File: config.mk
export PLATFORM = sky130hd
export DESIGN_NAME = acc_drain_serializer_flat
export DESIGN_NICKNAME = d
export VERILOG_FILES = /design/src/rtl/mm_pkg.sv /design/src/rtl/acc_drain_serializer_if.sv /design/src/rtl/acc_drain_serializer_acc_narrow.sv /design/src/rtl/acc_drain_serializer.sv /design/src/flat_wrapper.sv
export SDC_FILE = /design/constraint.sdc
export NUM_CORES = 1
export LEC_CHECK = 0
export ABC_AREA = 1
export CAP_MARGIN = 20
export CORE_AREA = 2 2 216 218
export DETAILED_ROUTE_END_ITERATION = 6
export DIE_AREA = 0 0 218 220
export SYNTH_ARGS = -nofsm -noshare
export SYNTH_HDL_FRONTEND = slang
export SYNTH_SLANG_ARGS = --single-unit
export TNS_END_PERCENT = 1
File: constraint.sdc
create_clock -name clk -period 2.1 [get_ports clk]
set_input_delay 0.315 -clock clk [delete_from_list [all_inputs] [get_ports clk]]
set_output_delay 0.315 -clock clk [all_outputs]
set_load 0.005 [all_outputs]
File: src/rtl/mm_pkg.sv
// ---------------------------------------------------------------------------
// mm_pkg
// Shared constants and types for the matrix-multiply mesh slice.
//   T        : mesh dimension (T x T processing elements)
//   ACCW     : accumulator width per PE
//   OW       : width of an element leaving the drain serializer (OW <= ACCW)
//   SIGNED_M : accumulators are two's complement when 1
//   IDXW     : width of a row/column index (at least 1 bit)
//   drain_state_e : drain serializer FSM states
// ---------------------------------------------------------------------------
package mm_pkg;

    localparam int T        = 4;
    localparam int ACCW     = 32;
    localparam int OW       = 16;
    localparam int SIGNED_M = 1;
    localparam int IDXW     = (T > 1) ? $clog2(T) : 1;

    typedef enum logic [1:0] {
        IDLE     = 2'd0,
        WAIT_ALL = 2'd1,
        STREAM   = 2'd2
    } drain_state_e;

endpackage

File: src/rtl/acc_drain_serializer_if.sv
// ---------------------------------------------------------------------------
// acc_drain_serializer_if
// Valid/ready output stream from the drain serializer to the writeback
// buffer. One element per handshake, tagged with its mesh coordinates.
//   out_data  : narrowed result element (OW bits)
//   out_valid : element valid
//   out_ready : downstream accepts the element
//   out_row   : row index of out_data
//   out_col   : column index of out_data
//   out_last  : element (T-1,T-1) of the block
//   out_sat   : element was clamped while narrowing
// Modports: master = serializer side, slave = consumer side.
// ---------------------------------------------------------------------------
interface acc_drain_serializer_if;

    logic [mm_pkg::OW-1:0]   out_data;
    logic                    out_valid;
    logic                    out_ready;
    logic [mm_pkg::IDXW-1:0] out_row;
    logic [mm_pkg::IDXW-1:0] out_col;
    logic                    out_last;
    logic                    out_sat;

    modport master (
        output out_data,
        output out_valid,
        input  out_ready,
        output out_row,
        output out_col,
        output out_last,
        output out_sat
    );

    modport slave (
        input  out_data,
        input  out_valid,
        output out_ready,
        input  out_row,
        input  out_col,
        input  out_last,
        input  out_sat
    );

endinterface

File: src/rtl/acc_drain_serializer_acc_narrow.sv
// ---------------------------------------------------------------------------
// acc_narrow
// Combinational ACCW -> OW narrowing of one accumulator value.
//   acc_in  : accumulator value (ACCW bits)
//   val_out : narrowed value (OW bits)
//   sat_out : 1 when the value had to be clamped
// Build option: MM_DRAIN_SAT_EN
//   defined   -> saturate to the OW range (signed when SIGNED_M != 0,
//                otherwise 0 .. 2^OW-1) and flag clamping on sat_out
//   undefined -> keep the low OW bits; sat_out is always 0
// When OW == ACCW the value passes through untouched.
// ---------------------------------------------------------------------------
module acc_narrow #(
    parameter int ACCW     = 32,
    parameter int OW       = 16,
    parameter int SIGNED_M = 1
) (
    input  logic [ACCW-1:0] acc_in,
    output logic [OW-1:0]   val_out,
    output logic            sat_out
);

    generate
        if (OW == ACCW) begin : g_pass
            assign val_out = acc_in;
            assign sat_out = 1'b0;
        end else begin : g_narrow
`ifdef MM_DRAIN_SAT_EN
            if (SIGNED_M != 0) begin : g_signed
                // Representable in OW signed bits iff every bit from the OW
                // sign position upward is a copy of the sign.
                logic [ACCW-OW:0] hi_bits;
                logic             in_range;
                assign hi_bits  = acc_in[ACCW-1:OW-1];
                assign in_range = (&hi_bits) | (~|hi_bits);
                always_comb begin
                    val_out = acc_in[OW-1:0];
                    sat_out = 1'b0;
                    if (!in_range) begin
                        sat_out = 1'b1;
                        val_out = acc_in[ACCW-1] ? {1'b1, {(OW-1){1'b0}}}
                                                 : {1'b0, {(OW-1){1'b1}}};
                    end
                end
            end else begin : g_unsigned
                logic [ACCW-OW-1:0] hi_bits;
                assign hi_bits = acc_in[ACCW-1:OW];
                always_comb begin
                    val_out = acc_in[OW-1:0];
                    sat_out = 1'b0;
                    if (|hi_bits) begin
                        sat_out = 1'b1;
                        val_out = {OW{1'b1}};
                    end
                end
            end
`else
            // Plain truncation; the discarded upper bits are intentionally dropped.
            logic [ACCW-OW-1:0] unused_hi;
            assign unused_hi = acc_in[ACCW-1:OW];
            assign val_out   = acc_in[OW-1:0];
            assign sat_out   = 1'b0;
`endif
        end
    endgenerate

endmodule

File: src/rtl/acc_drain_serializer.sv
// ---------------------------------------------------------------------------
// acc_drain_serializer
// Collects a finished block from the T x T PE mesh and streams it out.
// After an arm pulse it waits until every PE reports a valid result, copies
// the whole accumulator grid into a local snapshot (so the mesh can start
// clearing for the next block straight away) and then emits the T*T
// results row-major over a valid/ready stream.
// Ports:
//   clk, rst_n : clock, asynchronous active-low reset
//   arm        : one-cycle pulse, collect the block now draining
//   acc_mat    : mesh accumulator grid
//   acc_v_mat  : per-PE result-valid grid
//   out_if     : output stream (data, valid, ready, row, col, last, sat)
//   busy       : FSM is not idle
//   done       : one-cycle pulse after the final handshake of a block
//   arm_err    : sticky, arm arrived while busy (cleared only by reset)
// Build option: MM_DRAIN_SAT_EN selects saturating narrowing (see acc_narrow).
// ---------------------------------------------------------------------------
module acc_drain_serializer
    import mm_pkg::*;
(
    input  logic                           clk,
    input  logic                           rst_n,
    input  logic                           arm,
    input  logic [T-1:0][T-1:0][ACCW-1:0]  acc_mat,
    input  logic [T-1:0][T-1:0]            acc_v_mat,
    acc_drain_serializer_if.master         out_if,
    output logic                           busy,
    output logic                           done,
    output logic                           arm_err
);

    drain_state_e                  state_q, state_d;
    logic [T-1:0][T-1:0][ACCW-1:0] snap_q;
    logic                          capture;
    logic [IDXW-1:0]               row_q, row_d, col_q, col_d;
    logic [IDXW-1:0]               row_nx, col_nx;
    logic [OW-1:0]                 data_q, data_d;
    logic                          sat_q, sat_d;
    logic                          valid_q, valid_d;
    logic                          last_q, last_d;
    logic                          done_q, done_d;
    logic                          arm_err_q, arm_err_d;

    logic [ACCW-1:0]               narrow_in;
    logic [OW-1:0]                 narrow_val;
    logic                          narrow_sat;

    // Output element is registered: the narrower sees the element that will
    // be presented after the coming edge, not the one currently on the bus.
    acc_narrow #(
        .ACCW     (ACCW),
        .OW       (OW),
        .SIGNED_M (SIGNED_M)
    ) u_narrow (
        .acc_in  (narrow_in),
        .val_out (narrow_val),
        .sat_out (narrow_sat)
    );

    // Row-major successor of the current coordinate.
    always_comb begin
        row_nx = row_q;
        col_nx = col_q + 1'b1;
        if (col_q == IDXW'(T-1)) begin
            col_nx = '0;
            row_nx = row_q + 1'b1;
        end
    end

    always_comb begin
        state_d   = state_q;
        row_d     = row_q;
        col_d     = col_q;
        data_d    = data_q;
        sat_d     = sat_q;
        valid_d   = valid_q;
        last_d    = last_q;
        done_d    = 1'b0;
        capture   = 1'b0;
        narrow_in = snap_q[row_nx][col_nx];
        // Any arm outside IDLE is dropped, including one coinciding with
        // the final handshake: blocks are never queued.
        arm_err_d = arm_err_q | (arm & (state_q != IDLE));

        case (state_q)
            IDLE: begin
                valid_d = 1'b0;
                if (arm) begin
                    state_d = WAIT_ALL;
                end
            end
            WAIT_ALL: begin
                if (&acc_v_mat) begin
                    capture   = 1'b1;
                    narrow_in = acc_mat[0][0];
                    state_d   = STREAM;
                    row_d     = '0;
                    col_d     = '0;
                    data_d    = narrow_val;
                    sat_d     = narrow_sat;
                    valid_d   = 1'b1;
                    last_d    = (T == 1);
                end
            end
            STREAM: begin
                if (valid_q && out_if.out_ready) begin
                    if (last_q) begin
                        state_d = IDLE;
                        valid_d = 1'b0;
                        last_d  = 1'b0;
                        data_d  = '0;
                        sat_d   = 1'b0;
                        row_d   = '0;
                        col_d   = '0;
                        done_d  = 1'b1;
                    end else begin
                        row_d  = row_nx;
                        col_d  = col_nx;
                        data_d = narrow_val;
                        sat_d  = narrow_sat;
                        last_d = (row_nx == IDXW'(T-1)) && (col_nx == IDXW'(T-1));
                    end
                end
            end
            default: begin
                state_d = IDLE;
                valid_d = 1'b0;
            end
        endcase
    end

    always_ff @(posedge clk or negedge rst_n) begin
        if (!rst_n) begin
            state_q   <= IDLE;
            row_q     <= '0;
            col_q     <= '0;
            data_q    <= '0;
            sat_q     <= 1'b0;
            valid_q   <= 1'b0;
            last_q    <= 1'b0;
            done_q    <= 1'b0;
            arm_err_q <= 1'b0;
        end else begin
            state_q   <= state_d;
            row_q     <= row_d;
            col_q     <= col_d;
            data_q    <= data_d;
            sat_q     <= sat_d;
            valid_q   <= valid_d;
            last_q    <= last_d;
            done_q    <= done_d;
            arm_err_q <= arm_err_d;
        end
    end

    // Snapshot: loaded in one shot when the whole grid is valid, then held
    // for the rest of the stream regardless of what the mesh does.
    always_ff @(posedge clk or negedge rst_n) begin
        if (!rst_n) begin
            snap_q <= '0;
        end else if (capture) begin
            snap_q <= acc_mat;
        end
    end

    assign out_if.out_data  = data_q;
    assign out_if.out_valid = valid_q;
    assign out_if.out_row   = row_q;
    assign out_if.out_col   = col_q;
    assign out_if.out_last  = last_q;
    assign out_if.out_sat   = sat_q;
    assign busy             = (state_q != IDLE);
    assign done             = done_q;
    assign arm_err          = arm_err_q;

endmodule

File: src/flat_wrapper.sv
// flat-port wrapper written by rule: the top's interface ports become plain ports
module acc_drain_serializer_flat import mm_pkg::*;
  (clk, rst_n, arm, acc_mat, acc_v_mat, busy, done, arm_err, out_if_out_data, out_if_out_valid, out_if_out_ready, out_if_out_row, out_if_out_col, out_if_out_last, out_if_out_sat);
  acc_drain_serializer_if out_if_i ();
  input  logic clk;
  input  logic rst_n;
  input  logic arm;
  input  logic [T-1:0][T-1:0][ACCW-1:0] acc_mat;
  input  logic [T-1:0][T-1:0] acc_v_mat;
  output logic busy;
  output logic done;
  output logic arm_err;
  output wire logic [$bits(out_if_i.out_data)-1:0] out_if_out_data;
  output wire logic [$bits(out_if_i.out_valid)-1:0] out_if_out_valid;
  input wire logic [$bits(out_if_i.out_ready)-1:0] out_if_out_ready;
  output wire logic [$bits(out_if_i.out_row)-1:0] out_if_out_row;
  output wire logic [$bits(out_if_i.out_col)-1:0] out_if_out_col;
  output wire logic [$bits(out_if_i.out_last)-1:0] out_if_out_last;
  output wire logic [$bits(out_if_i.out_sat)-1:0] out_if_out_sat;
  assign out_if_out_data = out_if_i.out_data;
  assign out_if_out_valid = out_if_i.out_valid;
  assign out_if_i.out_ready = out_if_out_ready;
  assign out_if_out_row = out_if_i.out_row;
  assign out_if_out_col = out_if_i.out_col;
  assign out_if_out_last = out_if_i.out_last;
  assign out_if_out_sat = out_if_i.out_sat;
  acc_drain_serializer u_core (.clk(clk), .rst_n(rst_n), .arm(arm), .acc_mat(acc_mat), .acc_v_mat(acc_v_mat), .out_if(out_if_i), .busy(busy), .done(done), .arm_err(arm_err));
endmodule
==> flow_summary.yaml <==
timing:
  whs_ps: 319
  rsz0062_at_grt: "yes"
  setup_slack_ps: 63.1
  skew_ps: 14.5
  fmax_ghz: 0.491
  period_share: 0.970
  setup_tns_ps: 0
  max_slew.worst_pin.slew_ps: 525
  max_slew_margin: 0.650
  setup_violations: 0
  hold_viol: 0
  drv_slew: 0
  min_period_ps: 2040
yosys:
  avgSynthCellArea_sq_um: 10.3
  ys_ff_latch: 282
  syn_nets: 1844
  synth_top_cells_by_area: "dfrtp_1 52%, mux2_2 21%, nand3_1 13%, nand2_1 6.7%, buf_2 2.6%"
  synth_mux_area_frac: 0.214
  synthCells: 1307
  synth_top_area_cell: "dfrtp_1"
  syn_area_sq_um: 13500
  yosysTopAreaCellShare: 0.523
  synthSimpleGateAreaFrac: 0.212
  synth_cell_types: 21
  synth-adder-area-share: 0.00464
  yosysSeqAreaShare: 0.523
  synth_xor_area_frac: 0
  synth_warnings: 0
  synth_top_family_by_area: "multiplexers"
  synth_compound_area_frac: 0.00353
worst_setup_path:
  required_ps: 2530
  crit_arrival_ps: 2470
  crit_fanout: 16
  crit_type: "flop to flop"
  start_kind: "flop"
  reg2regPathDepth: 15
  crit_path_end_kind: "flop"
clocking:
  cts_max_path_buffers: 3
  cts_tree: "done"
  clock_sinks: 282
  clk_pin_slew_ps: 50
  cts-htree-levels: 2
  numCtsBuffers: 34
  insertion_delay_ps: 540
  cts-root-buf: "clkbuf_16"
global_route:
  gr-usage-all-layers: 0.192
  grt_pass1_wl_um: 68100
  overflow: 0
  grt_max_degree: 89
  antenna_found_initial: 14
  grt_pass1_vias: 11000
detailed_routing:
  drt_first_iter_violations: 899
  postRouteAntennaNets: 0
  wl_per_cell_um: 21.0
  drc: 0
  drt-total-wl_um: 47600
  via_count: 11100
  via_per_inst: 4.89
  first_pass_iters: 7
final_layout:
  seqCellArea_sq_um: 7060
  synthToLayoutAreaGrowth_pct: 45.2
  drive_above_1_share: 0.291
  fillers: 4390
  multi_input_area_sq_um: 6290
  layoutNonFillerInstCount: 2270
  final_nets: 2173
die:
  die_w_um: 218
  die_area_sq_um: 48000
  rows: 79
  core_sq_um: 45900
  dieHeight_um: 220
  start_util: 0.294
  ioPinCount: 558
job:
  cap_violations: 0
placement:
  io_buffers: 300
  place_inst: 2192
  place_congestion: 0.854
  pre_cts_ws_ps: -232
  dp_hpwl_um: 34300
status:
  status: "finished clean"
power:
  vdd_drop_max_uv: 578
  power.density_nw_per_um2: 883
  power_uw: 17300
  p_leak_uw: 0.00915
min_path:
  hp-class: "input pin to async pin"
-- per-stage QoR --
| stage | util | area (sq um) |
|---|---|---|
| 2_1_floorplan | - | 13500 |
| 3_3_place_gp | 0.388 | 17800 |
| 3_5_place_dp | 0.388 | 17800 |
| 4_1_cts | 0.414 | 19000 |
| 5_1_grt | 0.427 | 19600 |
| 6_report | 0.427 | 19600 |
-- report_power, final --
group | internal, uW | total, uW | switching [uW]
registers | 5640 | 5780 | 143
clock network | 3610 | 5990 | 2370
logic | 2310 | 5520 | 3220
-- flip-flops by register name, summed over array words and instances, names as in the netlist --
signal,cells
u_core.state_q,2
u_core.snap_q,256
u_core.out_if.out_col,2
u_core.out_if.out_row,2
u_core.out_if.out_valid,1
u_core.done,1
u_core.out_if.out_last,1
u_core.arm_err,1
u_core.out_if.out_data,16
-- final timing paths --
| check | startpoint | end | slack (ps) |
|---|---|---|---|
| min in group clk | acc_mat[68] | u_core.snap_q[68] | 380 |
| min reg2reg | u_core.arm_err | u_core.arm_err | 460 |
| max | u_core.out_if.out_col[1] | u_core.out_if.out_data[5] | 60 |
| min | rst_n | u_core.snap_q[366] | 320 |
| max reg2reg | u_core.out_if.out_col[1] | u_core.out_if.out_data[5] | 60 |
| max in group asynchronous | rst_n | u_core.snap_q[198] | 1080 |
-- placed cells by master, fill, tap and decap left out, types with 4 or more instances in the layout --
| cell | n |
|---|---|
| buf_12 | 36 |
| buf_4 | 43 |
| buf_6 | 5 |
| clkbuf_1 | 6 |
| clkbuf_16 | 42 |
| clkbuf_8 | 8 |
| clkdlybuf4s50_1 | 298 |
| clkinv_2 | 4 |
| dfrtp_1 | 281 |
| ha_1 | 4 |
| inv_1 | 11 |
| mux2_2 | 256 |
| nand2_1 | 232 |
| nand2_2 | 5 |
| nand3_1 | 290 |
| nand3_2 | 65 |
| nor2_1 | 40 |
| o21ai_0 | 5 |
-- worst max-delay path: stages, from the launching register on --
cell and delay, ps:
dfrtp_1 380, ha_4 210, inv_2 60, nand2_4 110, nand2_8 100, buf_12 170
buf_12 140, nand2_1 50, nand3_1 100, nand3_2 90, nand3_2 100, buf_4 170
nand2_1 70, nand2_1 50, nand2_1 70, nand2_1 40
-- cell usage after synthesis --
cell type,number
a21o_1,1
a21oi_1,2
buf_1,3
buf_2,70
buf_4,11
buf_6,2
clkbuf_1,13
clkinv_1,2
conb_1,1
dfrtp_1,282
ha_1,5
inv_1,11
inv_2,1
mux2_2,256
nand2_1,240
nand2_2,3
nand3_1,356
nand4_1,1
nor2_1,41
o21ai_0,5
o21ai_1,1
-- cells by family after synthesis --
kind of cell	count (synthesis)
buffers and inverters	113
adder cells (fa/ha/maj)	5
multiplexers	256
other	1
flip-flops	282
AND/OR/NAND/NOR	641
AO/OA/AOI/OAI	9
-- cell type report --
| type | count | share of cell area |
|---|---|---|
| multi-input combinational | 912 | 0.321 |
| clock inverter | 9 | 0.00415 |
| antenna | 3 | 0.000383 |
| timing repair buffer | 392 | 0.218 |
| tap | 607 | 0.0388 |
| inverter | 14 | 0.00268 |
| sequential | 282 | 0.360 |
| clock buffer | 51 | 0.0541 |
-- per-layer routing --
metal | track usage | routed length, um
met1 | 0.267 | 21700
met2 | 0.289 | 21200
met3 | 0.0453 | 3220
met4 | 0.0683 | 1390
met5 | 0 | 101
-- timing repair --
item	in CTS	in global routing
hold endpoints to repair	47	0
setup buffers	0	8
setup endpoints to repair	18	16
gates cloned	0	6
pin swaps	2	17
hold buffers	1	0
resized for setup	15	72
No activity file was read; power rests on OpenSTA's default activity.
